[src/rtl/step_monitor_pkg.sv]
// Shared types and constants for the step/dir receive-side monitor.
package step_monitor_pkg;

  typedef enum logic [2:0] {
    StIdle,
    StWaitFirst,
    StMeasure,
    StDone,
    StStall
  } state_e;

  localparam int unsigned CntWDefault = 32;
  localparam logic [CntWDefault-1:0] AllOnesDefault = '1;

  function automatic logic is_busy(state_e s);
    return (s == StWaitFirst) || (s == StMeasure);
  endfunction

endpackage

[src/rtl/step_monitor_if.sv]
// Move-control and telemetry bundle between an axis controller and its step monitor.
interface step_monitor_if
  import step_monitor_pkg::*;
#(
  parameter int unsigned CNT_W = CntWDefault
);
  logic             enable;
  logic [CNT_W-1:0] expected_steps;
  logic             step_in;
  logic             dir_in;
  logic [CNT_W-1:0] step_count;
  logic [CNT_W-1:0] position;
  logic [CNT_W-1:0] last_period;
  logic [CNT_W-1:0] min_period;
  logic [CNT_W-1:0] max_period;
  logic             period_valid;
  logic             busy;
  logic             done;
  logic             stall;
  logic             overrun;

  modport master (
    output enable, expected_steps, step_in, dir_in,
    input  step_count, position, last_period, min_period, max_period,
    input  period_valid, busy, done, stall, overrun
  );

  modport slave (
    input  enable, expected_steps, step_in, dir_in,
    output step_count, position, last_period, min_period, max_period,
    output period_valid, busy, done, stall, overrun
  );
endinterface

[src/rtl/step_edge_sync.sv]
// Synchronizes an asynchronous step/dir pair and flags step rising edges.
// Also usable for endstop inputs (tie dir_i off).
module step_edge_sync #(
  parameter int unsigned STAGES = 2
) (
  input  logic clk_i,
  input  logic rst_ni,
  input  logic step_i,
  input  logic dir_i,
  output logic edge_o,
  output logic dir_o
);

  logic [STAGES-1:0] step_sync_q;
  logic [STAGES-1:0] dir_sync_q;
  logic              hist_q;

  always_ff @(posedge clk_i or negedge rst_ni) begin
    if (!rst_ni) begin
      step_sync_q <= '0;
      dir_sync_q  <= '0;
      hist_q      <= 1'b0;
    end else begin
      step_sync_q <= {step_sync_q[STAGES-2:0], step_i};
      dir_sync_q  <= {dir_sync_q[STAGES-2:0], dir_i};
      hist_q      <= step_sync_q[STAGES-1];
    end
  end

  assign edge_o = step_sync_q[STAGES-1] & ~hist_q;
  assign dir_o  = dir_sync_q[STAGES-1];

endmodule

[src/rtl/step_monitor.sv]
// Step/dir monitor: tracks position, counts steps per move, measures inter-step
// periods and flags done, stall and overrun.
module step_monitor
  import step_monitor_pkg::*;
#(
  parameter int unsigned CNT_W       = CntWDefault,
  parameter int unsigned SYNC_STAGES = 2,
  parameter int unsigned TIMEOUT     = 50_000_000
) (
  input logic           clk_i,
  input logic           rst_ni,
  step_monitor_if.slave mon
);

  localparam logic [CNT_W-1:0] Ones       = '1;
  localparam logic [CNT_W-1:0] One        = CNT_W'(1);
  localparam logic [CNT_W-1:0] TimeoutVal = CNT_W'(TIMEOUT);

  state_e           state_q, state_d;
  logic [CNT_W-1:0] cnt_q, cnt_d, pos_q, pos_d, timer_q, timer_d, exp_q, exp_d;
  logic [CNT_W-1:0] last_q, last_d, min_q, min_d, max_q, max_d;
  logic             pv_q, pv_d, ovr_q, ovr_d, en_q;
  logic             step_edge, dir_sync, timed_out;
  logic [CNT_W-1:0] cnt_inc;

  step_edge_sync #(
    .STAGES(SYNC_STAGES)
  ) u_sync (
    .clk_i (clk_i),
    .rst_ni(rst_ni),
    .step_i(mon.step_in),
    .dir_i (mon.dir_in),
    .edge_o(step_edge),
    .dir_o (dir_sync)
  );

  assign timed_out = (timer_q == TimeoutVal);
  assign cnt_inc   = (cnt_q == Ones) ? cnt_q : cnt_q + One;

  always_comb begin
    state_d = state_q;
    cnt_d   = cnt_q;
    last_d  = last_q;
    min_d   = min_q;
    max_d   = max_q;
    pv_d    = 1'b0;
    ovr_d   = ovr_q;
    exp_d   = exp_q;
    timer_d = step_edge ? One : ((timer_q == Ones) ? timer_q : timer_q + One);
    pos_d   = pos_q;
    if (step_edge) pos_d = dir_sync ? pos_q + One : pos_q - One;

    if (!mon.enable) begin
      // Dropping enable clears the move from any state; position is left alone.
      state_d = StIdle;
      cnt_d   = '0;
      last_d  = '0;
      min_d   = Ones;
      max_d   = '0;
      ovr_d   = 1'b0;
    end else begin
      unique case (state_q)
        StIdle: begin
          if (!en_q) begin
            exp_d   = mon.expected_steps;
            timer_d = One;
            state_d = (mon.expected_steps == '0) ? StDone : StWaitFirst;
          end
        end
        StWaitFirst: begin
          if (step_edge) begin
            cnt_d   = One;
            state_d = (exp_q == One) ? StDone : StMeasure;
          end else if (timed_out) begin
            state_d = StStall;
          end
        end
        StMeasure: begin
          if (step_edge) begin
            last_d = timer_q;
            pv_d   = 1'b1;
            cnt_d  = cnt_inc;
            if (timer_q < min_q) min_d = timer_q;
            if (timer_q > max_q) max_d = timer_q;
            if (cnt_inc == exp_q) state_d = StDone;
          end else if (timed_out) begin
            state_d = StStall;
          end
        end
        StDone: begin
          if (step_edge) begin
            cnt_d = cnt_inc;
            ovr_d = 1'b1;
          end
        end
        StStall: begin
          if (step_edge) cnt_d = cnt_inc;
        end
        default: state_d = StIdle;
      endcase
    end
  end

  always_ff @(posedge clk_i or negedge rst_ni) begin
    if (!rst_ni) begin
      state_q <= StIdle;
      cnt_q   <= '0;
      pos_q   <= '0;
      timer_q <= '0;
      exp_q   <= '0;
      last_q  <= '0;
      min_q   <= Ones;
      max_q   <= '0;
      pv_q    <= 1'b0;
      ovr_q   <= 1'b0;
      en_q    <= 1'b0;
    end else begin
      state_q <= state_d;
      cnt_q   <= cnt_d;
      pos_q   <= pos_d;
      timer_q <= timer_d;
      exp_q   <= exp_d;
      last_q  <= last_d;
      min_q   <= min_d;
      max_q   <= max_d;
      pv_q    <= pv_d;
      ovr_q   <= ovr_d;
      en_q    <= mon.enable;
    end
  end

  assign mon.step_count   = cnt_q;
  assign mon.position     = pos_q;
  assign mon.last_period  = last_q;
  assign mon.min_period   = min_q;
  assign mon.max_period   = max_q;
  assign mon.period_valid = pv_q;
  assign mon.busy         = is_busy(state_q);
  assign mon.done         = (state_q == StDone);
  assign mon.stall        = (state_q == StStall);
  assign mon.overrun      = ovr_q;

endmodule

[src/flat_wrapper.sv]
// flat-port wrapper written by rule: the top's interface ports become plain ports
module step_monitor_flat import step_monitor_pkg::*;
#(
  parameter int unsigned CNT_W       = CntWDefault,
  parameter int unsigned SYNC_STAGES = 2,
  parameter int unsigned TIMEOUT     = 50_000_000
)
  (clk_i, rst_ni, mon_enable, mon_expected_steps, mon_step_in, mon_dir_in, mon_step_count, mon_position, mon_last_period, mon_min_period, mon_max_period, mon_period_valid, mon_busy, mon_done, mon_stall, mon_overrun);
  step_monitor_if #(.CNT_W(CNT_W)) mon_i ();
  input logic clk_i;
  input logic rst_ni;
  input wire logic [$bits(mon_i.enable)-1:0] mon_enable;
  input wire logic [$bits(mon_i.expected_steps)-1:0] mon_expected_steps;
  input wire logic [$bits(mon_i.step_in)-1:0] mon_step_in;
  input wire logic [$bits(mon_i.dir_in)-1:0] mon_dir_in;
  output wire logic [$bits(mon_i.step_count)-1:0] mon_step_count;
  output wire logic [$bits(mon_i.position)-1:0] mon_position;
  output wire logic [$bits(mon_i.last_period)-1:0] mon_last_period;
  output wire logic [$bits(mon_i.min_period)-1:0] mon_min_period;
  output wire logic [$bits(mon_i.max_period)-1:0] mon_max_period;
  output wire logic [$bits(mon_i.period_valid)-1:0] mon_period_valid;
  output wire logic [$bits(mon_i.busy)-1:0] mon_busy;
  output wire logic [$bits(mon_i.done)-1:0] mon_done;
  output wire logic [$bits(mon_i.stall)-1:0] mon_stall;
  output wire logic [$bits(mon_i.overrun)-1:0] mon_overrun;
  assign mon_i.enable = mon_enable;
  assign mon_i.expected_steps = mon_expected_steps;
  assign mon_i.step_in = mon_step_in;
  assign mon_i.dir_in = mon_dir_in;
  assign mon_step_count = mon_i.step_count;
  assign mon_position = mon_i.position;
  assign mon_last_period = mon_i.last_period;
  assign mon_min_period = mon_i.min_period;
  assign mon_max_period = mon_i.max_period;
  assign mon_period_valid = mon_i.period_valid;
  assign mon_busy = mon_i.busy;
  assign mon_done = mon_i.done;
  assign mon_stall = mon_i.stall;
  assign mon_overrun = mon_i.overrun;
  step_monitor #(.CNT_W(CNT_W), .SYNC_STAGES(SYNC_STAGES), .TIMEOUT(TIMEOUT)) u_core (.clk_i(clk_i), .rst_ni(rst_ni), .mon(mon_i));
endmodule
[config.mk]
export PLATFORM = sky130hd
export DESIGN_NAME = step_monitor_flat
export DESIGN_NICKNAME = d
export VERILOG_FILES = /design/src/rtl/step_monitor_pkg.sv /design/src/rtl/step_monitor_if.sv /design/src/rtl/step_edge_sync.sv /design/src/rtl/step_monitor.sv /design/src/flat_wrapper.sv
export SDC_FILE = /design/constraint.sdc
export NUM_CORES = 1
export LEC_CHECK = 0
export ABC_AREA = 0
export BUFFER_PORTS_ARGS = -buffer_cell sky130_fd_sc_hd__buf_4
export CAP_MARGIN = 20
export CORE_MARGIN = 2
export CORE_UTILIZATION = 35
export CTS_BUF_LIST = sky130_fd_sc_hd__clkbuf_4
export CTS_CLUSTER_DIAMETER = 200
export CTS_CLUSTER_SIZE = 25
export DETAILED_ROUTE_END_ITERATION = 16
export GPL_ROUTABILITY_DRIVEN = 0
export HOLD_SLACK_MARGIN = 0.12
export PLACE_DENSITY = 0.59
export SLEW_MARGIN = 20
export SYNTH_ARGS = -nofsm -noshare
export SYNTH_HDL_FRONTEND = slang
export SYNTH_SLANG_ARGS = --single-unit
[constraint.sdc]
create_clock -name clk_i -period 7.1 [get_ports clk_i]
set_clock_uncertainty 0.05 [all_clocks]
set_input_delay 0.71 -clock clk_i [delete_from_list [all_inputs] [get_ports clk_i]]
set_output_delay 0.71 -clock clk_i [all_outputs]
set_load 0.005 [all_outputs]
==> results.md, run 1 <==
- Die X: 207 um
- RR Endpoint: u_core.mon.position[30]$_DFFE_PN0P_
- Wire length per cell: 18.9 um
- CP startpoint kind: register
- Tot GR Track Use: 0.200
- Post-layout minimum cycle time: 3.80 ns
- Gate Count Post-Synth: around 1,600
- PwrDens: 214 mW/mm2
- Antenna violations before repair: 2
- Setup crit end kind: register
- Fmax: 0.263 GHz
- Synth cell types: just over 70
- Ranking of synthesized cells by area: dfrtp_1 (35%), ha_1 (8.3%), dfstp_2 (5.8%)
- Initial Utilization: 0.354
- Simple-gate share of the synthesized area: 0.178
- MaxCap Viol Count: 0
- GRT Residual Overflow: 0
- Nets: 1,886
- Initial DRC Count: 681
- Fin. Hold Viols: 0
- Port bufs: 201
- Register area: 0.00592 mm2
- I/O pin cnt: 202
- Area of the multi-input gates: 0.00787 mm2
- Synth Area in Adders: 0.0846
- Post-synth EDFFs: 0
- Status: completed
- Synthesis Warnings: 0
- Area leader, netlist: dfrtp_1
- Mux contribution to synthesized area: 0.0271
- Clock net sink count: 235
- Asr flop ratio synth: 1.00
- Max Buffers Root-to-Sink: 3
- CTS tree: done
- Worst VDD drop: 0.209 mV
- First-pass iteration count of the detailed router: 5
- Slew @ Worst Pin: ~0.99 ns
- Final wirelength: about 43 mm
- CTS root buffer: clkbuf_4
- Pin count of the biggest net entering global routing: 122
- Worst-path clk slew: 0.28 ns
- Die Y: 207 um
- Period utilisation layout: 0.536
- H-tree lvl count: 1
- Critical path arrival: 4.40 ns
- Drt drc: 0
- Post-Synth XOR/XNOR Area: 0.0649
- # fillers: 4,107
- Worst reg-to-reg setup slack: approximately 3.3 ns
- Worst EP required: around 7.7 ns
- Dpl ws: 3.30 ns
- CP Class: register to register
- Total CTS buffers: 13
- Avg Inst Size Synth: 9.06 um2
- Detail Placement HPWL: around 31 mm
- Worst reg2reg startpoint: u_core.u_sync.dir_sync_q[1]$_DFF_PN0_
- Hold depth: 2
- Leak: 7.59 nW
- Seq/Total Area, Yosys: 0.410
- Post-synthesis register bit count: 235
- First-pass GRT wire length: 71.0 mm
- RSZ-0062 raised after global routing: false
- Critical path destination: u_core.mon.position[30]$_DFFE_PN0P_
- Final WS setup: between 3 and 4 ns
- Clock Latency Late Sink: 0.74 ns
- Max_slew headroom: 0.331
- Mapped Nets: between 1,500 and 2,000
- Setup TNS: 0 ns
- Vias per cell: 5.48
- Final setup fails: 0
- Final Max Slew Viols: 0
- Core area: 0.0407 mm2
- Synth top area share: 0.352
- Die ar.: 0.0429 mm2
- Main combinational cell family by area after synthesis: compound AO/OA/AOI/OAI gates
- WHS: 0.189 ns
- Hold Path Class: input pin to register
- Vias post-DR: around 13,000
- Vias in the first global route: about 12,000
- Crit path from: u_core.u_sync.dir_sync_q[1]$_DFF_PN0_
- Share of cells above drive strength 1: 0.194
- Main synth FF type: dfrtp_1
- Reg2reg path depth: 13
- Area Growth Syn to Fin: 15.8%
- Compound-Gate Fraction of Synth Area: 0.187
- Site Rows: 74
- Post-Syn Area: 0.0144 mm2
- Post-route ant nets: 0
- Crit Path Max Fanout: 22
layer usage:
layer  vias up  GRT usage  routed length [um]
li1       6041          -                   -
met1      6123      0.267               19300
met2       327      0.337               20700
met3        59     0.0387                2490
met4         6     0.0379                 772
met5         -          0                  29
where the power goes:
part           internal (mW)  switching, mW
sequential              1.50          0.203
clock                  0.134          0.449
combinational          0.624          0.673
total                   2.26           1.32
state kept, by name (all words and copies together), names as in the netlist:
register                   cells
u_core.en_q                    1
u_core.exp_q                  32
u_core.mon.last_period        32
u_core.mon.max_period         32
u_core.mon.min_period         32
u_core.mon.overrun             1
u_core.mon.period_valid        1
u_core.mon.position           32
u_core.mon.step_count         32
u_core.state_q                 3
u_core.timer_q                32
u_core.u_sync.dir_sync_q       2
u_core.u_sync.hist_q           1
u_core.u_sync.step_sync_q      2
worst min path at each step:
stage	startpoint	end	slack (ns)
global placement	u_core.u_sync.dir_sync_q[0]$_DFF_PN0_	u_core.u_sync.dir_sync_q[1]$_DFF_PN0_	0.29
CTS	mon_expected_steps[11]	u_core.exp_q[11]$_DFFE_PN0P_	0.13
global route	mon_expected_steps[10]	u_core.exp_q[10]$_DFFE_PN0P_	0.12
finish	mon_expected_steps[10]	u_core.exp_q[10]$_DFFE_PN0P_	0.19
detailed placement	u_core.u_sync.dir_sync_q[0]$_DFF_PN0_	u_core.u_sync.dir_sync_q[1]$_DFF_PN0_	0.29
floorplan	u_core.u_sync.dir_sync_q[0]$_DFF_PN0_	u_core.u_sync.dir_sync_q[1]$_DFF_PN0_	0.28
layout make-up:
cell class / count / share of cell area
multi-input cells: 1191 / 0.470
clock buffers: 20 / 0.00898
clock inverters: 2 / 0.00120
inverters: 78 / 0.0175
flip-flops and latches: 235 / 0.354
well taps: 532 / 0.0398
diodes: 1 / 0.000150
repair buffers: 233 / 0.108
repair_timing:
item,CTS,global route
hold buffers,13,0
setup buffers,0,0
gates resized for setup,0,0
hold endpoints to repair,100,0
synth_stat cells (9+ instances only):
library cell  instances
dfrtp_1             203
dfstp_2              32
and4_1               10
mux2_2               33
nand2b_1             17
a21oi_1             133
a21o_1               40
nor3_1               27
nand4_1              37
nand3_1              70
xor2_1               42
nor4_1               24
ha_1                 96
o21ai_0             136
nor2_1               84
nand2_1             172
o211ai_1             67
and2_1                9
o31ai_1              18
clkbuf_1             67
inv_1                77
xnor2_1              65
nor2b_1              13
logic make-up after synthesis:
logic type                 after synthesis
AOI/OAI and AO/OA                      445
xor gates and xnor gates               107
adders and majority gates               97
DFF                                    235
buffers and inverters                  168
muxes                                   35
and+or+nand+nor                        507
critical path: stages, from the launching register on:
cell and delay (ns):
dfrtp_1 0.44, inv_1 0.30, buf_4 0.35, ha_1 0.36, a21o_1 0.22, a21o_1 0.18, a21oi_1 0.20, o21ai_0 0.16
o31ai_1 0.48, o21ai_0 0.26, a211o_1 0.31, a21oi_1 0.17, xor2_1 0.15, o21ai_0 0.08
cell usage in the layout (no fill, tap or decap), drive strengths merged, types with 4 or more instances in the layout:
master       instances
or3                  9
o21ai              137
dlygate4sd3         13
a211oi               6
a21o                41
nor3                28
xnor2               65
and2                 9
a2111oi              4
ha                  96
nand2b              17
a21oi              133
buf                220
a31oi                6
nor2                85
mux2                33
and3                 9
inv                 80
nor4                29
o31ai               18
xor2                42
dfrtp              203
and4                13
o21a                 7
nand4               39
nor2b               13
clkbuf              20
dfstp               32
nor4b                5
nand3               71
o211ai              67
nand2              172
through the flow:
| stage | power (mW) | util | instances | area [um2] |
|---|---|---|---|---|
| floorplan | 2.55 | - | 1594 | 14400 |
| global placement | 2.99 | 0.403 | 2255 | 16400 |
| detailed placement | 3.01 | 0.403 | 2255 | 16400 |
| CTS | 3.62 | 0.410 | 2290 | 16700 |
| global route | 3.85 | 0.411 | 2292 | 16700 |
| finish | 3.58 | 0.411 | 2292 | 16700 |
Power figures use the tool's default switching activity.
==> run 2, diff against run 1 <==
--- a/config.mk
+++ b/config.mk
@@ -16,7 +16,7 @@
 export DETAILED_ROUTE_END_ITERATION = 16
 export GPL_ROUTABILITY_DRIVEN = 0
 export HOLD_SLACK_MARGIN = 0.12
-export PLACE_DENSITY = 0.59
+export PLACE_DENSITY = 0.61
 export SLEW_MARGIN = 20
 export SYNTH_ARGS = -nofsm -noshare
 export SYNTH_HDL_FRONTEND = slang
==> constraint.sdc (replaced) <==
create_clock -name clk_i -period 3.2 [get_ports clk_i]
set_clock_uncertainty 0.05 [all_clocks]
set_input_delay 0.32 -clock clk_i [delete_from_list [all_inputs] [get_ports clk_i]]
set_output_delay 0.32 -clock clk_i [all_outputs]
set_load 0.005 [all_outputs]
==> run 2 against run 1 <==
  * Sequential share of layout area decreased by 2.2 points
  * Sequential power increased by 120%
  * Largest power group unchanged
  * Hold slack improved by 0.12 ns
  * Power increased by 130%
  * Utilization increased by 2.8 points
  * Maximum frequency increased by 24%
  * Die area unchanged
  * Non-clock buffer count increased by 116
  * Clock-buffer cell count decreased by 3
  * Sequential cell count unchanged
  * Via count increased by 2.8%
  * Register-to-register slack got worse by 3.2 ns
==> results.md, run 2 (synthesis results as in run 1) <==
- Worst-path clk slew: 0.26 ns
- Drt drc: 0
- GRT Residual Overflow: 0
- Port bufs: 201
- Cell Count Post-Placement: roughly 2,300
- Share of cells above drive strength 1: 0.241
- Setup TNS: 0 ns
- Worst VDD drop: approximately 0.43 mV
- Fin. Hold Viols: 0
- HP Start: mon_expected_steps[20]
- Register area: 0.00592 mm2
- Worst path slowest cell: dfrtp_1
- Vias in the first global route: between 10,000 and 15,000
- Slew @ Worst Pin: 0.731 ns
- CP Class: register to register
- Worst Path Buf+Inv: 2
- Die X: around 210 um
- Clock net sink count: around 240
- Core area: ~0.041 mm2
- Final Max Slew Viols: 0
- CTS root buffer: clkbuf_4
- Final Util: 0.438
- Area of the multi-input gates: 0.00803 mm2
- First-pass GRT wire length: around 71 mm
- Max_slew headroom: 0.511
- CP max stage delay: about 0.46 ns
- # fillers: between 3,000 and 4,000
- Leak: 8.20 nW
- Worst EP required: 3.77 ns
- Pin count of the biggest net entering global routing: 82
- Commonest non-fill, non-tap cell in the layout: buf_4
- Worst reg2reg startpoint: u_core.u_sync.dir_sync_q[1]$_DFF_PN0_
- I/O pin cnt: 202
- H-tree lvl count: 1
- Critical path arrival: 3.65 ns
- Antenna violations before repair: 1
- CTS tree: done
- Crit-path leading delay family: compound AO/OA/AOI/OAI gates
- Hold Path Class: input pin to register
- Post-layout minimum cycle time: 3.08 ns
- Die ar.: 0.0429 mm2
- PwrDens: 462 mW/mm2
- Detail Placement HPWL: roughly 33 mm
- First-pass iteration count of the detailed router: 5
- Initial DRC Count: 645
- Period utilisation layout: 0.961
- Status: completed
- Post-route ant nets: 0
- Site Rows: 74
- Initial Utilization: 0.354
- Tot GR Track Use: 0.202
- Wire length per cell: 18.5 um
- Final wirelength: around 44 mm
- Total CTS buffers: 13
- Final setup fails: 0
- Max Buffers Root-to-Sink: 3
- Crit Path Max Fanout: 12
- Setup crit end kind: register
- Area Growth Syn to Fin: 23.7%
- Die Y: 207 um
- Clock Latency Late Sink: 0.73 ns
- Dpl ws: -0.0483 ns
- RSZ-0062 raised after global routing: true
- Non-filler cells in the finished layout: 2,404
- Crit path from: u_core.u_sync.dir_sync_q[1]$_DFF_PN0_
- Final WS setup: 0.124 ns
- Crit-path cells: clkinvlp_4, buf_12, fa_2, a21oi_2, o22ai_1, o21ai_2, a2111oi_4, o31ai_2, o21ai_2, a211o_1, a21oi_2, xor2_1, o21ai_0
- Vias post-DR: 12,900
- WHS: 0.311 ns
- Most frequent cells in the layout: buf_4 (303), dfrtp_1 (201), nand2_1 (171)
- Nets: 2,002
- Fmax: roughly 0.33 GHz
- Vias per cell: around 5.4
- MaxCap Viol Count: 0
- CP startpoint kind: register
==> run 2: repair_timing <==
| item | 4_1_cts | 5_1_grt |
|---|---|---|
| setup buffers | 0 | 5 |
| hold buffers | 40 | 0 |
| resized for setup | 3 | 26 |
| setup endpoints to repair | 2 | 9 |
| cloned | 0 | 1 |
| hold endpoints to repair | 283 | 0 |
| pin swaps | 0 | 6 |
==> run 2: final timing paths <==
check                                                              end  slack, ns  cells past startpoint
max in group asynchronous         u_core.mon.step_count[8]$_DFFE_PN0P_       0.85                      4
worst min register to register  u_core.u_sync.step_sync_q[1]$_DFF_PN0_       0.34                      0
min in group asynchronous       u_core.mon.last_period[11]$_DFFE_PN0P_       0.67                      3
worst max-delay path               u_core.mon.position[30]$_DFFE_PN0P_       0.12                     13
worst max register to register     u_core.mon.position[30]$_DFFE_PN0P_       0.12                     13
worst min-delay path                      u_core.exp_q[20]$_DFFE_PN0P_       0.31                      3
==> run 2: metal layers <==
layer  vias up  routed length, um  global-route usage
met2       307              21600               0.348
met5         -                  0                   0
met3        78               2090              0.0331
met4         0               1230              0.0576
li1       6259                  -                   -
met1      6258              19500               0.260
==> run 2: worst reg2reg max path: stages, from the launching register on <==
cell	delay (ns)
dfrtp_1	0.46
clkinvlp_4	0.17
buf_12	0.19
fa_2	0.39
a21oi_2	0.16
o22ai_1	0.12
o21ai_2	0.24
a2111oi_4	0.12
o31ai_2	0.28
o21ai_2	0.12
a211o_1	0.29
a21oi_2	0.15
xor2_1	0.15
o21ai_0	0.10
==> run 2: cell type report <==
class,count,share of cell area
Antenna cell,1,0.000140
Clock buffer,17,0.00715
Clock inverter,1,0.000911
Inverter,78,0.0166
Multi-Input combinational cell,1191,0.450
Sequential cell,235,0.332
Tap cell,532,0.0373
Timing Repair Buffer,349,0.157
==> run 2: where the power goes <==
part | switching, mW | leakage [nW] | internal (mW)
sequential | 0.453 | 3.02 | 3.33
clock | 0.975 | 0.0855 | 0.256
combinational | 1.64 | 5.09 | 1.60
==> run 2: stage by stage <==
stage	power, mW	cell area, um2
after global routing	8.86	17900
after global placement	6.79	17100
after detailed placement	6.87	17100
after floorplan	5.70	14500
final	8.25	17900
after CTS	8.21	17700
